File: config.mk
export PLATFORM = sky130hd
export DESIGN_NAME = pwm_multi
export DESIGN_NICKNAME = d
export VERILOG_FILES = /design/src/rtl/pwm_multi.sv
export SDC_FILE = /design/constraint.sdc
export NUM_CORES = 1
export LEC_CHECK = 0
export CAP_MARGIN = 20
export CORE_MARGIN = 1.5
export CORE_UTILIZATION = 54
export CTS_CLUSTER_DIAMETER = 30
export CTS_CLUSTER_SIZE = 24
export DETAILED_ROUTE_END_ITERATION = 7
export HOLD_SLACK_MARGIN = 0.03
export PLACE_DENSITY = 0.83
export SLEW_MARGIN = 20
export SYNTH_ARGS = -nofsm -noshare
export SYNTH_HDL_FRONTEND = slang
export SYNTH_SLANG_ARGS = --single-unit
File: constraint.sdc
create_clock -name clk -period 7.4 [get_ports clk]
set_clock_uncertainty 0.2 [all_clocks]
set_input_delay 1.11 -clock clk [delete_from_list [all_inputs] [get_ports clk]]
set_output_delay 1.11 -clock clk [all_outputs]
set_load 0.01 [all_outputs]
File: src/rtl/pwm_multi.sv
// pwm_multi -- N-channel PWM generator with a shared prescaled period counter
// and double-buffered period/duty registers.
//
// Build option: define PWM_CENTER_EN for up/down (centre-aligned) counting.
// Without it the counter runs in up mode only.
//
// Ports:
//   clk        core clock
//   reset      asynchronous, active-high reset
//   en         run enable; low holds prescaler/counter at 0 and outputs low
//   div        prescaler setting; one count tick every div+1 clk cycles
//   period_in  requested period (counter counts 0..period_in)
//   duty_in    requested duties, channel i at bits [i*CW +: CW]
//   load_req   capture period_in/duty_in into the shadow registers
//   load_busy  a captured shadow value is waiting for the next wrap
//   load_ack   one-cycle pulse when the shadow values become active
//   sync       one-cycle pulse at each period wrap
//   pwm_out    registered PWM outputs
module pwm_multi #(
    parameter int NCH   = 4,
    parameter int CW    = 7,
    parameter int DIV_W = 5
) (
    input  logic              clk,
    input  logic              reset,
    input  logic              en,
    input  logic [DIV_W-1:0]  div,
    input  logic [CW-1:0]     period_in,
    input  logic [NCH*CW-1:0] duty_in,
    input  logic              load_req,
    output logic              load_busy,
    output logic              load_ack,
    output logic              sync,
    output logic [NCH-1:0]    pwm_out
);

    logic [DIV_W-1:0]  pre_q, pre_d;
    logic [CW-1:0]     cnt_q, cnt_d;
    logic [CW-1:0]     per_act_q, per_act_d;
    logic [CW-1:0]     per_sh_q, per_sh_d;
    logic [NCH*CW-1:0] duty_act_q, duty_act_d;
    logic [NCH*CW-1:0] duty_sh_q, duty_sh_d;
    logic              pending_q, pending_d;
    logic              sync_q, sync_d;
    logic              ack_q, ack_d;
    logic [NCH-1:0]    pwm_q, pwm_d;
    logic              tick;
    logic              wrap;
`ifdef PWM_CENTER_EN
    logic              dir_down_q, dir_down_d;
`endif

    // tick can only occur while enabled, so wrap (and with it sync, the
    // shadow transfer and load_ack) is implicitly suppressed when en is low.
    assign tick = en && (pre_q == div);

    // Prescaler. If div is lowered below pre, pre simply runs on and wraps
    // at 2^DIV_W before matching again.
    always_comb begin
        pre_d = pre_q;
        if (!en || tick) begin
            pre_d = '0;
        end else begin
            pre_d = pre_q + DIV_W'(1);
        end
    end

`ifdef PWM_CENTER_EN
    // Up/down counter. The wrap event is the bottom turn: a tick taken while
    // counting down at cnt == 0. Period 0 pins cnt at 0 and wraps every tick.
    always_comb begin
        cnt_d      = cnt_q;
        dir_down_d = dir_down_q;
        wrap       = 1'b0;
        if (!en) begin
            cnt_d      = '0;
            dir_down_d = 1'b0;
        end else if (tick) begin
            if (per_act_q == '0) begin
                cnt_d      = '0;
                dir_down_d = 1'b0;
                wrap       = 1'b1;
            end else if (dir_down_q) begin
                if (cnt_q == '0) begin
                    cnt_d      = CW'(1);
                    dir_down_d = 1'b0;
                    wrap       = 1'b1;
                end else begin
                    cnt_d = cnt_q - CW'(1);
                end
            end else begin
                if (cnt_q >= per_act_q) begin
                    cnt_d      = cnt_q - CW'(1);
                    dir_down_d = 1'b1;
                end else begin
                    cnt_d = cnt_q + CW'(1);
                end
            end
        end
    end
`else
    // Up counter, wrapping to 0 on the tick that finds cnt == active period.
    always_comb begin
        cnt_d = cnt_q;
        wrap  = 1'b0;
        if (!en) begin
            cnt_d = '0;
        end else if (tick) begin
            if (cnt_q == per_act_q) begin
                cnt_d = '0;
                wrap  = 1'b1;
            end else begin
                cnt_d = cnt_q + CW'(1);
            end
        end
    end
`endif

    // Shadow/active registers. Transfer uses the pending flag as it was
    // before this edge, so a capture coinciding with a wrap is applied one
    // period later. The two branches are mutually exclusive on pending_q.
    always_comb begin
        per_act_d  = per_act_q;
        duty_act_d = duty_act_q;
        per_sh_d   = per_sh_q;
        duty_sh_d  = duty_sh_q;
        pending_d  = pending_q;
        ack_d      = 1'b0;
        sync_d     = wrap;
        if (wrap && pending_q) begin
            per_act_d  = per_sh_q;
            duty_act_d = duty_sh_q;
            pending_d  = 1'b0;
            ack_d      = 1'b1;
        end
        if (load_req && !pending_q) begin
            per_sh_d  = period_in;
            duty_sh_d = duty_in;
            pending_d = 1'b1;
        end
    end

    // Per-channel compare. duty 0 never matches (constant low); duty above
    // the period always matches (constant high).
    generate
        for (genvar gi = 0; gi < NCH; gi++) begin : g_cmp
            assign pwm_d[gi] = en && (cnt_q < duty_act_q[gi*CW +: CW]);
        end
    endgenerate

    always_ff @(posedge clk or posedge reset) begin
        if (reset) begin
            pre_q      <= '0;
            cnt_q      <= '0;
            per_act_q  <= '1;
            duty_act_q <= '0;
            per_sh_q   <= '1;
            duty_sh_q  <= '0;
            pending_q  <= 1'b0;
            sync_q     <= 1'b0;
            ack_q      <= 1'b0;
            pwm_q      <= '0;
        end else begin
            pre_q      <= pre_d;
            cnt_q      <= cnt_d;
            per_act_q  <= per_act_d;
            duty_act_q <= duty_act_d;
            per_sh_q   <= per_sh_d;
            duty_sh_q  <= duty_sh_d;
            pending_q  <= pending_d;
            sync_q     <= sync_d;
            ack_q      <= ack_d;
            pwm_q      <= pwm_d;
        end
    end

`ifdef PWM_CENTER_EN
    always_ff @(posedge clk or posedge reset) begin
        if (reset) begin
            dir_down_q <= 1'b0;
        end else begin
            dir_down_q <= dir_down_d;
        end
    end
`endif

    assign load_busy = pending_q;
    assign load_ack  = ack_q;
    assign sync      = sync_q;
    assign pwm_out   = pwm_q;

endmodule

Word level (Yosys, flattened, before mapping) --
Cells that the tools add are included.
Storage, ports and cells: flip-flop bits (word level) 89, bits in latches 0, bits in writable memories 0, ROM bits 0, input port bits 44, output and inout port bits 7, word-level logic and storage cells 40, memories kept 0
Operators by class: add/subtract/negate cells 2, multipliers 0, div/mod/pow operators 0, magnitude comparators 4, eq/ne operators 3, shift operators 0, multiplexer cells 10, bitwise gates (word level) 0, reduce and logical (&&, ||, !) cells 11
Operators by type and width (number):
- $lt 7x7->1 | 4
- $mux 7 | 3
- $add 7x1->7 const B | 1
- $eq 7x7->1 | 1
- $logic_and 1x1->1 | 7
- $mux 1 | 6
- $add 5x1->5 const B | 1
- $eq 5x5->1 | 1
- $mux 5 | 1
- $logic_not 1->1 | 2
- $ne 2x1->1 const B | 1
- $reduce_bool 2->1 | 1
- $logic_or 1x1->1 | 1

Depth between registers and ports, before layout --
depth after elaboration 7, depth in mapped cells 7, depth with buffers taken out 6

Least setup slack after synthesis --
OpenSTA, ideal clock, no wires.
path kind input to register, start input port div[3], end register duty_act_q[0], setup time 0.125 ns, arrival time 2.489 ns, data required time 7.075 ns, slack 4.587 ns, cell stages on the path 5, buffers on the path 1, cell sequence xnor2_1 nand3_1 nor4_4 buf_6 mux2_2
Between the ends: longest elaborated chain between the ends 5
RTL lines:
- start, declared | RTL line 27 | input logic [DIV_W-1:0] div,
- $eq 5x5->1 | RTL line 55 | assign tick = en && (pre_q == div);
- $logic_and 1x1->1 | RTL line 55
- $mux 1 | RTL line 108 | end else if (tick) begin
- $mux 1 | RTL line 106 | if (!en) begin
- $logic_and 1x1->1 | RTL line 130 | if (wrap && pending_q) begin
- end signal, assigned | RTL line 167 | duty_act_q <= duty_act_d;
- end, declared | RTL line 41 | logic [NCH*CW-1:0] duty_act_q, duty_act_d;
Every way passes these cells. A chain may end at the register's enable or synchronous reset.

Final worst setup path --
start input port en, end register duty_act_q[5]
Between the ends: longest elaborated chain between the ends 4
RTL lines:
- start, declared | RTL line 26 | input logic en,
- $logic_and 1x1->1 | RTL line 55
- $mux 1 | RTL line 108
- $mux 1 (*) | RTL line 106
- $logic_and 1x1->1 (*) | RTL line 130
Mark *: on every way between the ends. The rest lies on a longest branch, timed or not.

==> tab_implementation.tex <==
\begin{tabular}{lr}
\hline
Metric & Value \\
\hline
\multicolumn{2}{l}{\textbf{Outcome}} \\
\quad Result of the run & complete, no violations \\
\multicolumn{2}{l}{\textbf{Setup path}} \\
\quad Buffering stage count on the worst path with inverters included & 2 \\
\quad Highest-delay cell along the critical path & sky130\_fd\_sc\_hd\_\_clkdlybuf4s50\_1 \\
\quad Largest incremental delay on the critical path & 830 ps \\
\quad Worst Setup Path Type & in -> reg \\
\quad Top cell family by delay on the critical path & buffers and inverters \\
\quad CP startpoint & en \\
\quad Worst R2R End & duty\_act\_q[5]\$\_DFFE\_PP0P\_ \\
\quad Data arrival at the endpoint of the critical path & 3280 ps \\
\quad R2R Setup Slk & 4630 ps \\
\quad Stages on worst setup path & 5 \\
\quad CP required & 7440 ps \\
\quad Kind of start point of the critical path & input port \\
\quad Ordered list of cells on the worst path & clkdlybuf4s50\_1 -> nand2\_1 -> nor4\_4 -> buf\_4 -> mux2\_2 \\
\quad Worst reg2reg path startpoint & cnt\_q[1]\$\_DFFE\_PP0N\_ \\
\quad Critical Path End Type & flop \\
\quad Number of cell instances on the worst register-to-register path & 6 \\
\quad Crit Path Max Fanout & 19 \\
\quad End point of the critical path & duty\_act\_q[5]\$\_DFFE\_PP0P\_ \\
\multicolumn{2}{l}{\textbf{STA}} \\
\quad Achievable Freq & 0.3090 GHz \\
\quad Count of final hold-check violations & 0 \\
\quad Unrepaired setup endpoints after global routing & no \\
\quad Remaining max-slew budget at the tightest pin & 36.25\% \\
\quad Final sum of negative setup slack & 0 ps \\
\quad Share of the cycle needed by the critical path after routing & 43.73\% \\
\quad Max-slew violation count & 0 \\
\quad Final setup viols & 0 \\
\quad Shortest period the worst path allows & 3236 ps \\
\quad Transition at the pin with the smallest max-transition slack & 954.3 ps \\
\quad Post-route worst setup slack & 4164 ps \\
\multicolumn{2}{l}{\textbf{Logic synthesis}} \\
\quad Area of the mapped netlist & 0.004174 sq mm \\
\quad Syn\_area\_per\_cell & 13.04 sq um \\
\quad Portion of the post-synthesis area used by sequential elements & 53.78\% \\
\quad Post-synth net total & 390 \\
\quad Number of flops mapped to enable cells by yosys & 0 \\
\quad Number of synthesized register bits & 89 \\
\quad Count of unique library cells instantiated by Yosys & 31 \\
\quad Async set-reset flop share out of synthesis & 100.0\% \\
\quad Most used flip-flop cell after synthesis & sky130\_fd\_sc\_hd\_\_dfrtp\_1 \\
\quad Gate count of the mapped netlist & 320 \\
\quad YS warnings & 0 \\
\multicolumn{2}{l}{\textbf{Die}} \\
\quad Die span in x & 90.92 microns \\
\quad Effective utilization at floorplan & 56.64\% \\
\quad Cell row count & 31 \\
\quad Die Area & 0.008266 sq mm \\
\quad DIE HEIGHT & 90.92 microns \\
\quad Core ar. & 0.007370 sq mm \\
\quad Ports placed on the boundary & 51 \\
\multicolumn{2}{l}{\textbf{Power and ir drop}} \\
\quad Net switching power figure & 0.4785 mW \\
\quad Combinational share of power & 30.4\% \\
\quad Design Power & 1.661 mW \\
\quad Flop pwr share & 49.2\% \\
\quad Switching Share & 28.80\% \\
\quad Leakage power & 2.231 nW \\
\quad Ratio of total power to cell area & 334.0 mW/mm\^{}2 \\
\quad Maximum ir drop on the vdd rail & 0.1482 mV \\
\quad Clock share of power & 20.4\% \\
\quad Internal power summed over all cells & 1.183 mW \\
\multicolumn{2}{l}{\textbf{Global routing}} \\
\quad Global-route total usage across every layer & 19.28\% \\
\quad Overflow left after global routing & 0 \\
\quad Maximum number of pins on one net before global-route repair & 90 \\
\quad Global-route wire length before repair & 12520 microns \\
\quad Number of antenna violations at the first check in global routing & 0 \\
\quad Number of global-route vias before repair & 2707 \\
\multicolumn{2}{l}{\textbf{Run}} \\
\quad Max Cap Violations & 0 \\
\multicolumn{2}{l}{\textbf{Routing}} \\
\quad DRC violation total after the first TritonRoute iteration & 121 \\
\quad Vias per std cell & 5.403 \\
\quad Total number of vias & 2588 \\
\quad Total wire length after detailed routing & 7383 microns \\
\quad First drt pass iteration count & 4 \\
\quad Residual DRC & 0 \\
\quad Average wire length per cell after detail routing & 15.41 microns \\
\quad Post-route antenna net violation count & 0 \\
\multicolumn{2}{l}{\textbf{Clock tree}} \\
\quad Maximum number of buffers from clock root to sink & 2 \\
\quad Clock-pin slew reported for the worst setup and hold paths after clock tree synthesis & 80 ps \\
\quad Number of sinks on the clock net & 89 \\
\quad CTS tree & done \\
\quad \# hold bufs at CTS & 0 \\
\quad Number of buffers inserted during clock tree synthesis & 9 \\
\quad Maximum level of the CTS H-tree & 3 \\
\quad Number of setup buffers added after CTS & 0 \\
\quad Root buffer cell & sky130\_fd\_sc\_hd\_\_clkbuf\_8 \\
\quad Post-cts gate resize count & 0 \\
\quad Clock network latency to the later pin of the worst-skew pair & 360 ps \\
\multicolumn{2}{l}{\textbf{Layout}} \\
\quad Fill cell instance count of the final layout & 560 \\
\quad Post-layout nets & 445 \\
\quad Growth of design area from synthesis to finish & 19.15\% \\
\quad Ratio of cells with drive above 1 in the final layout & 25.26\% \\
\quad Antenna fix cells & 0 \\
\multicolumn{2}{l}{\textbf{Placement}} \\
\quad Number of input and output port buffers inserted & 50 \\
\quad Final estimated routing congestion in global placement & 0.7595 \\
\quad Post-placement setup slack & 3237 ps \\
\quad Final HPWL from detailed placement & 5112 microns \\
\multicolumn{2}{l}{\textbf{Min path}} \\
\quad Path type of the worst min-delay path & reg -> reg \\
\hline
\end{tabular}
[cell families after synthesis]
logic type               after synthesis  synth area share, %
AO/OA/AOI/OAI                         33                5.845
XOR/XNOR                              15                3.148
adder cells (fa/ha/maj)               26                7.794
buffers and inverters                 39                4.226
flip-flops                            89                53.78
multiplexers                          71                19.12
AND/OR/NAND/NOR                       47                6.086
[layer usage]
metal	vias to the layer above	track usage [%]	share of wire, %
met2	67	31.47	50
met4	0	10.29	2.4
li1	1224	-	-
met1	1282	24.76	44
met3	15	2.862	4.0
met5	-	0	0
[Yosys cell counts, types with 3 or more instances]
master                       n  area share (%)
sky130_fd_sc_hd__mux2_1      9             2.4
sky130_fd_sc_hd__buf_6       4             1.1
sky130_fd_sc_hd__nand3_1    12             1.4
sky130_fd_sc_hd__nand2b_1    6            0.90
sky130_fd_sc_hd__o2111a_1    4             1.1
sky130_fd_sc_hd__o21ai_0     5            0.60
sky130_fd_sc_hd__dfstp_2    14             8.8
sky130_fd_sc_hd__clkbuf_1    4            0.36
sky130_fd_sc_hd__nand2_1     8            0.72
sky130_fd_sc_hd__nor2_1      9            0.81
sky130_fd_sc_hd__o2bb2ai_1   3            0.63
sky130_fd_sc_hd__mux2_2     61              16
sky130_fd_sc_hd__inv_1      30             2.7
sky130_fd_sc_hd__a21o_1     12             2.2
sky130_fd_sc_hd__a21oi_1     4            0.48
sky130_fd_sc_hd__dfrtp_1    75              45
sky130_fd_sc_hd__and3_1      5            0.75
sky130_fd_sc_hd__xnor2_1    13             2.7
sky130_fd_sc_hd__ha_1       26             7.8
[cell usage in the layout, fill, tap and decap left out, types with 3 or more instances in the layout]
master / count
sky130_fd_sc_hd__a21o_1: 12
sky130_fd_sc_hd__a21oi_1: 4
sky130_fd_sc_hd__and3_1: 5
sky130_fd_sc_hd__clkbuf_1: 3
sky130_fd_sc_hd__clkbuf_8: 11
sky130_fd_sc_hd__clkdlybuf4s50_1: 50
sky130_fd_sc_hd__dfrtp_1: 75
sky130_fd_sc_hd__dfstp_2: 14
sky130_fd_sc_hd__ha_1: 26
sky130_fd_sc_hd__inv_1: 29
sky130_fd_sc_hd__mux2_1: 9
sky130_fd_sc_hd__mux2_2: 61
sky130_fd_sc_hd__nand2_1: 8
sky130_fd_sc_hd__nand2b_1: 6
sky130_fd_sc_hd__nand3_1: 12
sky130_fd_sc_hd__nor2_1: 9
sky130_fd_sc_hd__o2111a_1: 4
sky130_fd_sc_hd__o21ai_0: 5
sky130_fd_sc_hd__o2bb2ai_1: 3
sky130_fd_sc_hd__xnor2_1: 13
[area by class of cell]
cell class	count	area, sq um	share of cell area [%]
sequential	89	2245	45.13
timing repair buffer	53	530.5	10.67
clock inverter	2	37.54	0.7547
multi-input combinational	192	1760	35.40
clock buffer	14	162.7	3.270
tap	99	123.9	2.491
inverter	30	113.9	2.289
[state kept, by name, summed over array words and instances, names as in the netlist]
register and flops:
duty_act_q 28, duty_sh_q 28, cnt_q 7, per_act_q 7
per_sh_q 7, pre_q 5, pwm_out 4, load_ack 1
load_busy 1, sync 1
[worst min path at each step]
stage / from / end / slack [ps] / cells after the start
CTS: duty_sh_q[26]$_DFFE_PP0P_ / duty_act_q[26]$_DFFE_PP0P_ / 300 / 1
floorplan: duty_act_q[11]$_DFFE_PP0P_ / duty_act_q[11]$_DFFE_PP0P_ / 260 / 1
global route: duty_act_q[24]$_DFFE_PP0P_ / duty_act_q[24]$_DFFE_PP0P_ / 310 / 1
finish: duty_sh_q[8]$_DFFE_PP0P_ / duty_act_q[8]$_DFFE_PP0P_ / 300 / 1
global placement: duty_act_q[16]$_DFFE_PP0P_ / duty_act_q[16]$_DFFE_PP0P_ / 270 / 1
detailed placement: duty_sh_q[26]$_DFFE_PP0P_ / duty_act_q[26]$_DFFE_PP0P_ / 280 / 1
[worst reg2reg max path: cells and delay by family (launching register included)]
family / cells / cell delay [ps]
DFF: 1 / 590
and+or+nand+nor: 3 / 970
buffers and inverters: 1 / 360
muxes: 1 / 370
xor gates and xnor gates: 1 / 170
[through the flow]
step	hold slack, ps	util (%)	cell area (sq um)	std cells
6_report	297.6	67.49	4974	479
4_1_cts	304.2	67.28	4959	478
2_1_floorplan	258.1	-	4174	320
3_5_place_dp	279.5	64.57	4758	462
3_3_place_gp	271.5	64.57	4758	462
5_1_grt	314.8	67.49	4974	479
[power groups by stage]
stage / clock [mW] / combinational (mW) / sequential (mW)
5_1_grt: 0.363 / 0.560 / 0.844
2_1_floorplan: 0 / 0.383 / 0.792
3_5_place_dp: 0 / 0.507 / 0.828
6_report: 0.338 / 0.505 / 0.818
4_1_cts: 0.346 / 0.512 / 0.819
3_3_place_gp: 0 / 0.478 / 0.819
No activity file was read; power rests on OpenSTA's default activity.
